File: src/rtl/phased_pkg.sv
// phased_pkg
//   Shared types and arithmetic helpers for phased_step_reg.
//   - op_e      : operation applied to a sample (add or subtract step)
//   - phase_op  : maps a phase index to its operation (even add, odd subtract)
//   - sat_add / sat_sub : width-generic add/sub returning {ovf, result}.
//     Operands are carried at PH_MAXW bits; only the low w bits are
//     meaningful, and the flag sits in bit PH_MAXW of the return value.
package phased_pkg;

  typedef enum logic {OP_ADD, OP_SUB} op_e;

  localparam int PH_MAXW = 32;

  function automatic op_e phase_op(input logic [3:0] p);
    return ((p & 4'd1) != 4'd0) ? OP_SUB : OP_ADD;
  endfunction

  // all-ones in the low w bits
  function automatic logic [PH_MAXW:0] wmask(input int w);
    return ((PH_MAXW+1)'(1) << w) - (PH_MAXW+1)'(1);
  endfunction

  function automatic logic [PH_MAXW:0] sat_add(input logic [PH_MAXW-1:0] x,
                                               input logic [PH_MAXW-1:0] y,
                                               input int                 w,
                                               input logic               sat);
    logic [PH_MAXW:0] sum, m, r;
    logic             c;
    m   = wmask(w);
    sum = {1'b0, x} + {1'b0, y};
    // any bit at or above w is the carry out of a w-bit add
    c   = |(sum & ~m);
    r   = (sat && c) ? m : (sum & m);
    return r | {c, {PH_MAXW{1'b0}}};
  endfunction

  function automatic logic [PH_MAXW:0] sat_sub(input logic [PH_MAXW-1:0] x,
                                               input logic [PH_MAXW-1:0] y,
                                               input int                 w,
                                               input logic               sat);
    logic [PH_MAXW:0] diff, m, r;
    logic             b;
    m    = wmask(w);
    diff = {1'b0, x} - {1'b0, y};
    // a negative result sign-fills every upper bit, including the top one
    b    = diff[PH_MAXW];
    r    = (sat && b) ? '0 : (diff & m);
    return r | {b, {PH_MAXW{1'b0}}};
  endfunction

endpackage

File: src/rtl/phased_step_reg_pipe.sv
// phased_pipe
//   Delay line of DEPTH stages carrying valid, data and a per-sample
//   overflow bit. Data/ovf of a stage load only when a valid sample
//   enters it, so the last stage holds its value across bubbles.
//   Ports:
//     clk, rstn       clock, async active-low reset
//     flush           sync clear of every stage (valid, data, ovf)
//     in_vld/in_data/in_ovf    stage input
//     out_vld/out_data/out_ovf last stage contents
module phased_pipe #(
  parameter int WIDTH = 8,
  parameter int DEPTH = 1
) (
  input  logic             clk,
  input  logic             rstn,
  input  logic             flush,
  input  logic             in_vld,
  input  logic [WIDTH-1:0] in_data,
  input  logic             in_ovf,
  output logic             out_vld,
  output logic [WIDTH-1:0] out_data,
  output logic             out_ovf
);

  logic             vld_q  [DEPTH];
  logic [WIDTH-1:0] data_q [DEPTH];
  logic             ovf_q  [DEPTH];

  always_ff @(posedge clk or negedge rstn) begin
    if (!rstn) begin
      for (int i = 0; i < DEPTH; i++) begin
        vld_q[i]  <= 1'b0;
        data_q[i] <= '0;
        ovf_q[i]  <= 1'b0;
      end
    end else if (flush) begin
      for (int i = 0; i < DEPTH; i++) begin
        vld_q[i]  <= 1'b0;
        data_q[i] <= '0;
        ovf_q[i]  <= 1'b0;
      end
    end else begin
      vld_q[0] <= in_vld;
      if (in_vld) begin
        data_q[0] <= in_data;
        ovf_q[0]  <= in_ovf;
      end
      for (int i = 1; i < DEPTH; i++) begin
        vld_q[i] <= vld_q[i-1];
        if (vld_q[i-1]) begin
          data_q[i] <= data_q[i-1];
          ovf_q[i]  <= ovf_q[i-1];
        end
      end
    end
  end

  assign out_vld  = vld_q[DEPTH-1];
  assign out_data = data_q[DEPTH-1];
  assign out_ovf  = ovf_q[DEPTH-1];

endmodule

File: src/rtl/phased_step_reg.sv
// phased_step_reg
//   Phase-sequenced update register. Each accepted sample a is offset by
//   +step on even phases and -step on odd phases, then delivered after
//   LAT clocks (LAT=1: captured on the accepting edge) with a valid tag.
//   Parameters: WIDTH (<= 32), PHASES (2..16), LAT (1..4), SAT (0 wrap, 1 clamp)
//   Ports:
//     clk, rstn   clock, async active-low reset
//     clr         sync clear, wins over en
//     en          accept a/step on this edge
//     a, step     sample and unsigned offset
//     y, y_vld    result and its valid tag
//     phase_o     phase that the next accepted sample will use
//     ovf         sticky overflow/underflow flag
module phased_step_reg
  import phased_pkg::*;
#(
  parameter int WIDTH  = 8,
  parameter int PHASES = 2,
  parameter int LAT    = 1,
  parameter int SAT    = 0
) (
  input  logic                      clk,
  input  logic                      rstn,
  input  logic                      clr,
  input  logic                      en,
  input  logic [WIDTH-1:0]          a,
  input  logic [WIDTH-1:0]          step,
  output logic [WIDTH-1:0]          y,
  output logic                      y_vld,
  output logic [$clog2(PHASES)-1:0] phase_o,
  output logic                      ovf
);

  localparam int PW = $clog2(PHASES);

  logic [PW-1:0]    phase;
  logic             s0_vld;
  logic [WIDTH-1:0] s0_data;
  logic             s0_ovf;
  logic             ovf_seen;
  logic [PH_MAXW:0] res;

  logic             out_vld;
  logic [WIDTH-1:0] out_data;
  logic             out_ovf;

  always_comb begin
    res = '0;
    if (phase_op(4'(phase)) == OP_ADD)
      res = sat_add(PH_MAXW'(a), PH_MAXW'(step), WIDTH, SAT != 0);
    else
      res = sat_sub(PH_MAXW'(a), PH_MAXW'(step), WIDTH, SAT != 0);
  end

  generate
    if (WIDTH < PH_MAXW) begin : g_res_unused
      logic unused_res_hi;
      assign unused_res_hi = ^res[PH_MAXW-1:WIDTH];
    end
  endgenerate

  // Stage 0: phase counter, arithmetic capture and sticky overflow.
  // ovf_seen remembers flagged samples that already left the output;
  // the live output-stage bit makes ovf rise on the same edge as y.
  always_ff @(posedge clk or negedge rstn) begin
    if (!rstn) begin
      phase    <= '0;
      s0_vld   <= 1'b0;
      s0_data  <= '0;
      s0_ovf   <= 1'b0;
      ovf_seen <= 1'b0;
    end else if (clr) begin
      phase    <= '0;
      s0_vld   <= 1'b0;
      s0_data  <= '0;
      s0_ovf   <= 1'b0;
      ovf_seen <= 1'b0;
    end else begin
      s0_vld   <= en;
      ovf_seen <= ovf_seen | (out_vld & out_ovf);
      if (en) begin
        s0_data <= res[WIDTH-1:0];
        s0_ovf  <= res[PH_MAXW];
        phase   <= (phase == PW'(PHASES-1)) ? '0 : phase + 1'b1;
      end
    end
  end

  generate
    if (LAT == 1) begin : g_direct
      assign out_vld  = s0_vld;
      assign out_data = s0_data;
      assign out_ovf  = s0_ovf;
    end else begin : g_pipe
      phased_pipe #(
        .WIDTH (WIDTH),
        .DEPTH (LAT-1)
      ) u_pipe (
        .clk      (clk),
        .rstn     (rstn),
        .flush    (clr),
        .in_vld   (s0_vld),
        .in_data  (s0_data),
        .in_ovf   (s0_ovf),
        .out_vld  (out_vld),
        .out_data (out_data),
        .out_ovf  (out_ovf)
      );
    end
  endgenerate

  assign y       = out_data;
  assign y_vld   = out_vld;
  assign phase_o = phase;
  assign ovf     = ovf_seen | (out_vld & out_ovf);

endmodule

File: config.mk
export PLATFORM = sky130hd
export DESIGN_NAME = phased_step_reg
export DESIGN_NICKNAME = d
export VERILOG_FILES = /design/src/rtl/phased_pkg.sv /design/src/rtl/phased_step_reg_pipe.sv /design/src/rtl/phased_step_reg.sv
export SDC_FILE = /design/constraint.sdc
export NUM_CORES = 1
export LEC_CHECK = 0
export BUFFER_PORTS_ARGS = -buffer_cell sky130_fd_sc_hd__buf_2
export CAP_MARGIN = 20
export CORE_MARGIN = 8
export CORE_UTILIZATION = 25
export CTS_BUF_LIST = sky130_fd_sc_hd__clkbuf_8 sky130_fd_sc_hd__clkbuf_16
export CTS_CLUSTER_DIAMETER = 120
export CTS_CLUSTER_SIZE = 14
export DETAILED_ROUTE_END_ITERATION = 8
export HOLD_SLACK_MARGIN = 0.06
export PLACE_DENSITY = 0.5
export REMOVE_ABC_BUFFERS = 1
export SLEW_MARGIN = 15
export SYNTH_ARGS = -nofsm -noshare
export SYNTH_HDL_FRONTEND = slang
export SYNTH_SLANG_ARGS = --single-unit
File: constraint.sdc
create_clock -name clk -period 2.7 [get_ports clk]
set_input_delay 0.135 -clock clk [delete_from_list [all_inputs] [get_ports clk]]
set_output_delay 0.135 -clock clk [all_outputs]
set_load 0.01 [all_outputs]
# After elaboration in Yosys (flattened, before gate mapping)
# Cells that the tools add are included.
dict set report classes {
  mux 11
  n_reduce_logical 2
  add_sub_neg 3
  bitwise_logic 4
}
# operator n
set op_table {}
lappend op_table {{$or A8 B33 Y33} 2}
lappend op_table {{$mux W33} 1}
lappend op_table {{$reduce_or A25 Y1} 1}
lappend op_table {{$mux W8} 2}
lappend op_table {{$add A8 B8 Y9} 1}
lappend op_table {{$sub A8 B8 Y9} 1}
lappend op_table {{$mux W1} 8}
lappend op_table {{$reduce_bool A2 Y1} 1}
lappend op_table {{$add A1 B1 Y1 const B} 1}
lappend op_table {{$and A1 B1 Y1} 1}
lappend op_table {{$or A1 B1 Y1} 1}
dict set report totals {
  reg_bits 12
  elab_cells 25
  output_inout_bits 11
  inputBits 20
}

# Longest topological paths before layout
dict set report depth {
  word_depth 6
  ltp_mapped 10
}

# Worst setup path after synthesis
# No wires, ideal clock.
dict set report synth_path {
  path_kind {register -> register}
  start {reg phase, in the netlist phase_o}
  end {reg s0_data[6], in the netlist y[6]}
  setup_time_ns 0.122
  period_less_slack_ns 2.285
  slack_ns 0.415
  required_ns 2.578
  path_stages_with_launch 8
  arrival_time_ns 2.164
  cell_sequence {dfrtp_1 > clkbuf_1 > mux2_2 > fa_1 > nand2b_1 > a21oi_1 > o21ai_0 > a32o_1}
}
dict set report synth_between {
  elab_chain_cells 4
}
# element line_no
set synth_rtl {}
lappend synth_rtl {{from (decl)} phased_step_reg.sv:36} ;# logic [PW-1:0] phase;
lappend synth_rtl {{from (signal assigned)} phased_step_reg.sv:84} ;# phase <= (phase == PW'(PHASES-1)) ? '0 : phase + 1'b1;
lappend synth_rtl {{$mux W1} phased_pkg.sv:15} ;# return ((p & 4'd1) != 4'd0) ? OP_SUB : OP_ADD;
lappend synth_rtl {{$mux W33} phased_step_reg.sv:49} ;# if (phase_op(4'(phase)) == OP_ADD)
lappend synth_rtl {{$mux W8} phased_step_reg.sv:81} ;# if (en) begin
lappend synth_rtl {{$mux W8} phased_step_reg.sv:72} ;# end else if (clr) begin
lappend synth_rtl {{to (signal assigned)} phased_step_reg.sv:82} ;# s0_data <= res[WIDTH-1:0];
lappend synth_rtl {{to (decl)} phased_step_reg.sv:38} ;# logic [WIDTH-1:0] s0_data;
# No other way between the ends. The select of a mux whose other input is x is not followed.
# A chain may end at the register's enable or synchronous reset.

# Worst setup path in the final report
# Ends and elaborated chain as after synthesis.

==> impl_metrics.toml <==
[floorplanning]
dieHeight_um = 78.4
top_level_ports = 31
start_util = 0.262
num_rows = 22
chipWidth_um = 78.4
die_ar_um2 = 6150
area_of_the_core_region_um2 = 3720

[logic_synthesis]
synth.area.top_cells = "sky130_fd_sc_hd__dfrtp_1 (31%), sky130_fd_sc_hd__ha_1 (12%), sky130_fd_sc_hd__xnor2_1 (8.1%)"
cell_type_contributing_the_most_total_cell_area_after_synthesis = "sky130_fd_sc_hd__dfrtp_1"
synth_top_cells_by_count = "sky130_fd_sc_hd__nor2_1 (19), sky130_fd_sc_hd__dfrtp_1 (12), sky130_fd_sc_hd__ha_1 (9), sky130_fd_sc_hd__xnor2_1 (9)"
postSynthAreaPerCell_um2 = 8.78
synth-seq-cells = 12
synth_cell_types = 32
synthMostInstantiatedCell = "sky130_fd_sc_hd__nor2_1"
synthFlopType = "sky130_fd_sc_hd__dfrtp_1"
synth_top_area_frac = 0.308
synth_sequential_area_ratio = 0.308
synth_cells = 111
syn-cell-area_um2 = 975
synth_async_sr_flop_share = 1.00
yosys_warnings = 0
synth_enable_flop_cells = 0

[drt]
drt_pass1_iterations = 4
viasPerCell = 4.67
detail-route-antenna-nets = 0
first_iter_violations = 61
average_wire_per_cell_in_the_routed_design_um = 12.7
dr_drc_count = 0
num_vias = 892
routed_wl_um = 2430

[placement]
place.gp.congestion = 0.740
dpl_cell_area_um2 = 1170
hpwl_um = 2080
placement.io_buffers = 30
detailedPlace.worstSlack_ns = 0.221

[global_routing]
grt_pass1_wl_um = 3970
first_global_vias = 938
grt-ovfl-total = 0
pin_count_of_the_biggest_net_entering_global_routing = 14
antenna_found_initial = 0
track_usage = 0.0776

[timing]
worst_pin_slew_ns = 0.371
fmax_ghz = 0.425
fin_setup_tns_ns = 0
finalHoldViolations = 0
rsz0062_at_grt = "false"
setup_ws_final_ns = 0.347
hold_ws_ns = 0.210
timing.slew.headroom = 0.750
finalMaxSlewViolations = 0
setup_violations = 0
final_period_minus_worst_setup_slack_ns = 2.35
worst_clock_skew_ns = 0.00201
post_route_fraction_of_the_period_consumed_by_the_critical_path = 0.872

[min_path]
hold_class = "input pin to flip-flop"
hold_path.startpoint = "clr"

[setup_path]
required_ns = 2.82
timing_worst_setup_path_type = "flip-flop to flip-flop"
worst_reg2reg_setup_slack_ns = 0.35
critPathCaptureType = "flip-flop"
worst-path-max-fanout = 11
arrival_ns = 2.48
startpoint_type = "flip-flop"
timing.rr.start = "phase_o"
worst_setup_path_startpoint = "phase_o"

[power]
power.leakage_nw = 0.629
switching_portion_of_total_power = 0.326
power.density_cell_area_nw_per_um2 = 548
power.ir.vdd_worst_mv = 0.235
p_sw_uw = 222
comb_power_share = 0.399
power.share.sequential = 0.322
power_consumption_uw = 679
clockPowerShare = 0.279
design_internal_power_uw = 457

[clocking]
clkSlewWorstSetupHoldPaths_ns = 0.05
cts_hold_buf = 1
clock-sinks = 12
tritoncts = "done"
tritoncts.num_buffers = 3
ctsResizeCount = 0
cts_root_buf = "sky130_fd_sc_hd__clkbuf_8"
clock_tree.htree_level_count = 1
postCtsSetupBuffers = 0
clk_latency_worst_skew_pair_ns = 0.24
cts.path.max_buffers = 2

[cells_and_area]
multiInputGateArea_um2 = 633
design_area_um2 = 1240
flow.area_growth_from_synthesis_pct = 27.1
drive_above_1_share = 0.259
ff_latch_area_um2 = 300
fin_nets = 174
n_fill_cell = 410
antenna_cells = 0

[outcome]
status = "complete, no violations"

[flow_run]
maxCapViolations = 0
[path summary, 6_finish.rpt]
kind | end | depth (start not counted)
setup reg to reg | y[6] | 6
hold / removal | phase_o | 2
min in group asynchronous | y[1] | 2
max in group asynchronous | y[6] | 2
hold reg to reg | y[6] | 1
setup / recovery | y[6] | 6
[layer usage]
| layer | part of all wire | vias up | global-route usage |
|---|---|---|---|
| met2 | 0.51 | 18 | 0.136 |
| met5 | 0 | - | 0 |
| met4 | 0.0091 | 0 | 0.0222 |
| li1 | - | 455 | - |
| met3 | 0.045 | 2 | 0.0228 |
| met1 | 0.44 | 417 | 0.0888 |
[flip-flops by register name (all words and copies together), names as in the netlist]
name and flops:
out_ovf 1, phase_o 1, y_vld 1, y 8, ovf_seen 1
[kinds of logic (layout without fill, tap and decap cells)]
group | after synthesis | in the layout | share of synthesized area
compound gates | 25 | 25 | 0.171
xor+xnor | 9 | 9 | 0.0809
fa+ha+maj | 10 | 10 | 0.136
buf+inv | 11 | 43 | 0.0424
flops | 12 | 12 | 0.308
mux | 6 | 6 | 0.0629
simple gates | 38 | 38 | 0.199
[placed cells by master (no fill, tap or decap), types with 2 or more instances in the layout]
master                     count
sky130_fd_sc_hd__o21ai_0       5
sky130_fd_sc_hd__xnor2_1       9
sky130_fd_sc_hd__or3_1         3
sky130_fd_sc_hd__nand2_1       3
sky130_fd_sc_hd__mux2i_1       5
sky130_fd_sc_hd__ha_1          9
sky130_fd_sc_hd__o211ai_1      2
sky130_fd_sc_hd__buf_2        30
sky130_fd_sc_hd__nor2_1       19
sky130_fd_sc_hd__nand2b_1      2
sky130_fd_sc_hd__clkbuf_8      4
sky130_fd_sc_hd__a21o_1        2
sky130_fd_sc_hd__inv_1         8
sky130_fd_sc_hd__nand3_1       2
sky130_fd_sc_hd__dfrtp_1      12
sky130_fd_sc_hd__nor2b_1       3
sky130_fd_sc_hd__a21oi_1       8
[final cells by class]
type,instances,area share
repair buffers,31,0.129
well taps,48,0.0485
multi-input cells,88,0.511
clock buffers,4,0.0444
inverters,8,0.0242
flip-flops and latches,12,0.242
[through the flow]
stage / cells / utilization
final: 191 / 0.333
after global routing: 191 / 0.333
after CTS: 191 / 0.333
after detailed placement: 186 / 0.316
after global placement: 186 / 0.316
after floorplan: 108 / -
[power groups by stage]
stage          clock network (mW)  logic, mW  registers, mW
2_1_floorplan                   0      0.176          0.229
3_3_place_gp                    0      0.270          0.221
3_5_place_dp                    0      0.272          0.222
4_1_cts                     0.197      0.274          0.219
5_1_grt                     0.206      0.306          0.221
6_report                    0.190      0.271          0.219
[worst max-delay path, cell delays in order, from the launching register on]
cell and delay (ns):
sky130_fd_sc_hd__dfrtp_1 0.56, sky130_fd_sc_hd__mux2_2 0.41, sky130_fd_sc_hd__fa_1 0.44, sky130_fd_sc_hd__nand2b_1 0.19, sky130_fd_sc_hd__a21oi_1 0.26, sky130_fd_sc_hd__o21ai_0 0.13
sky130_fd_sc_hd__a32o_1 0.26
(Power assumes the default switching activity.)
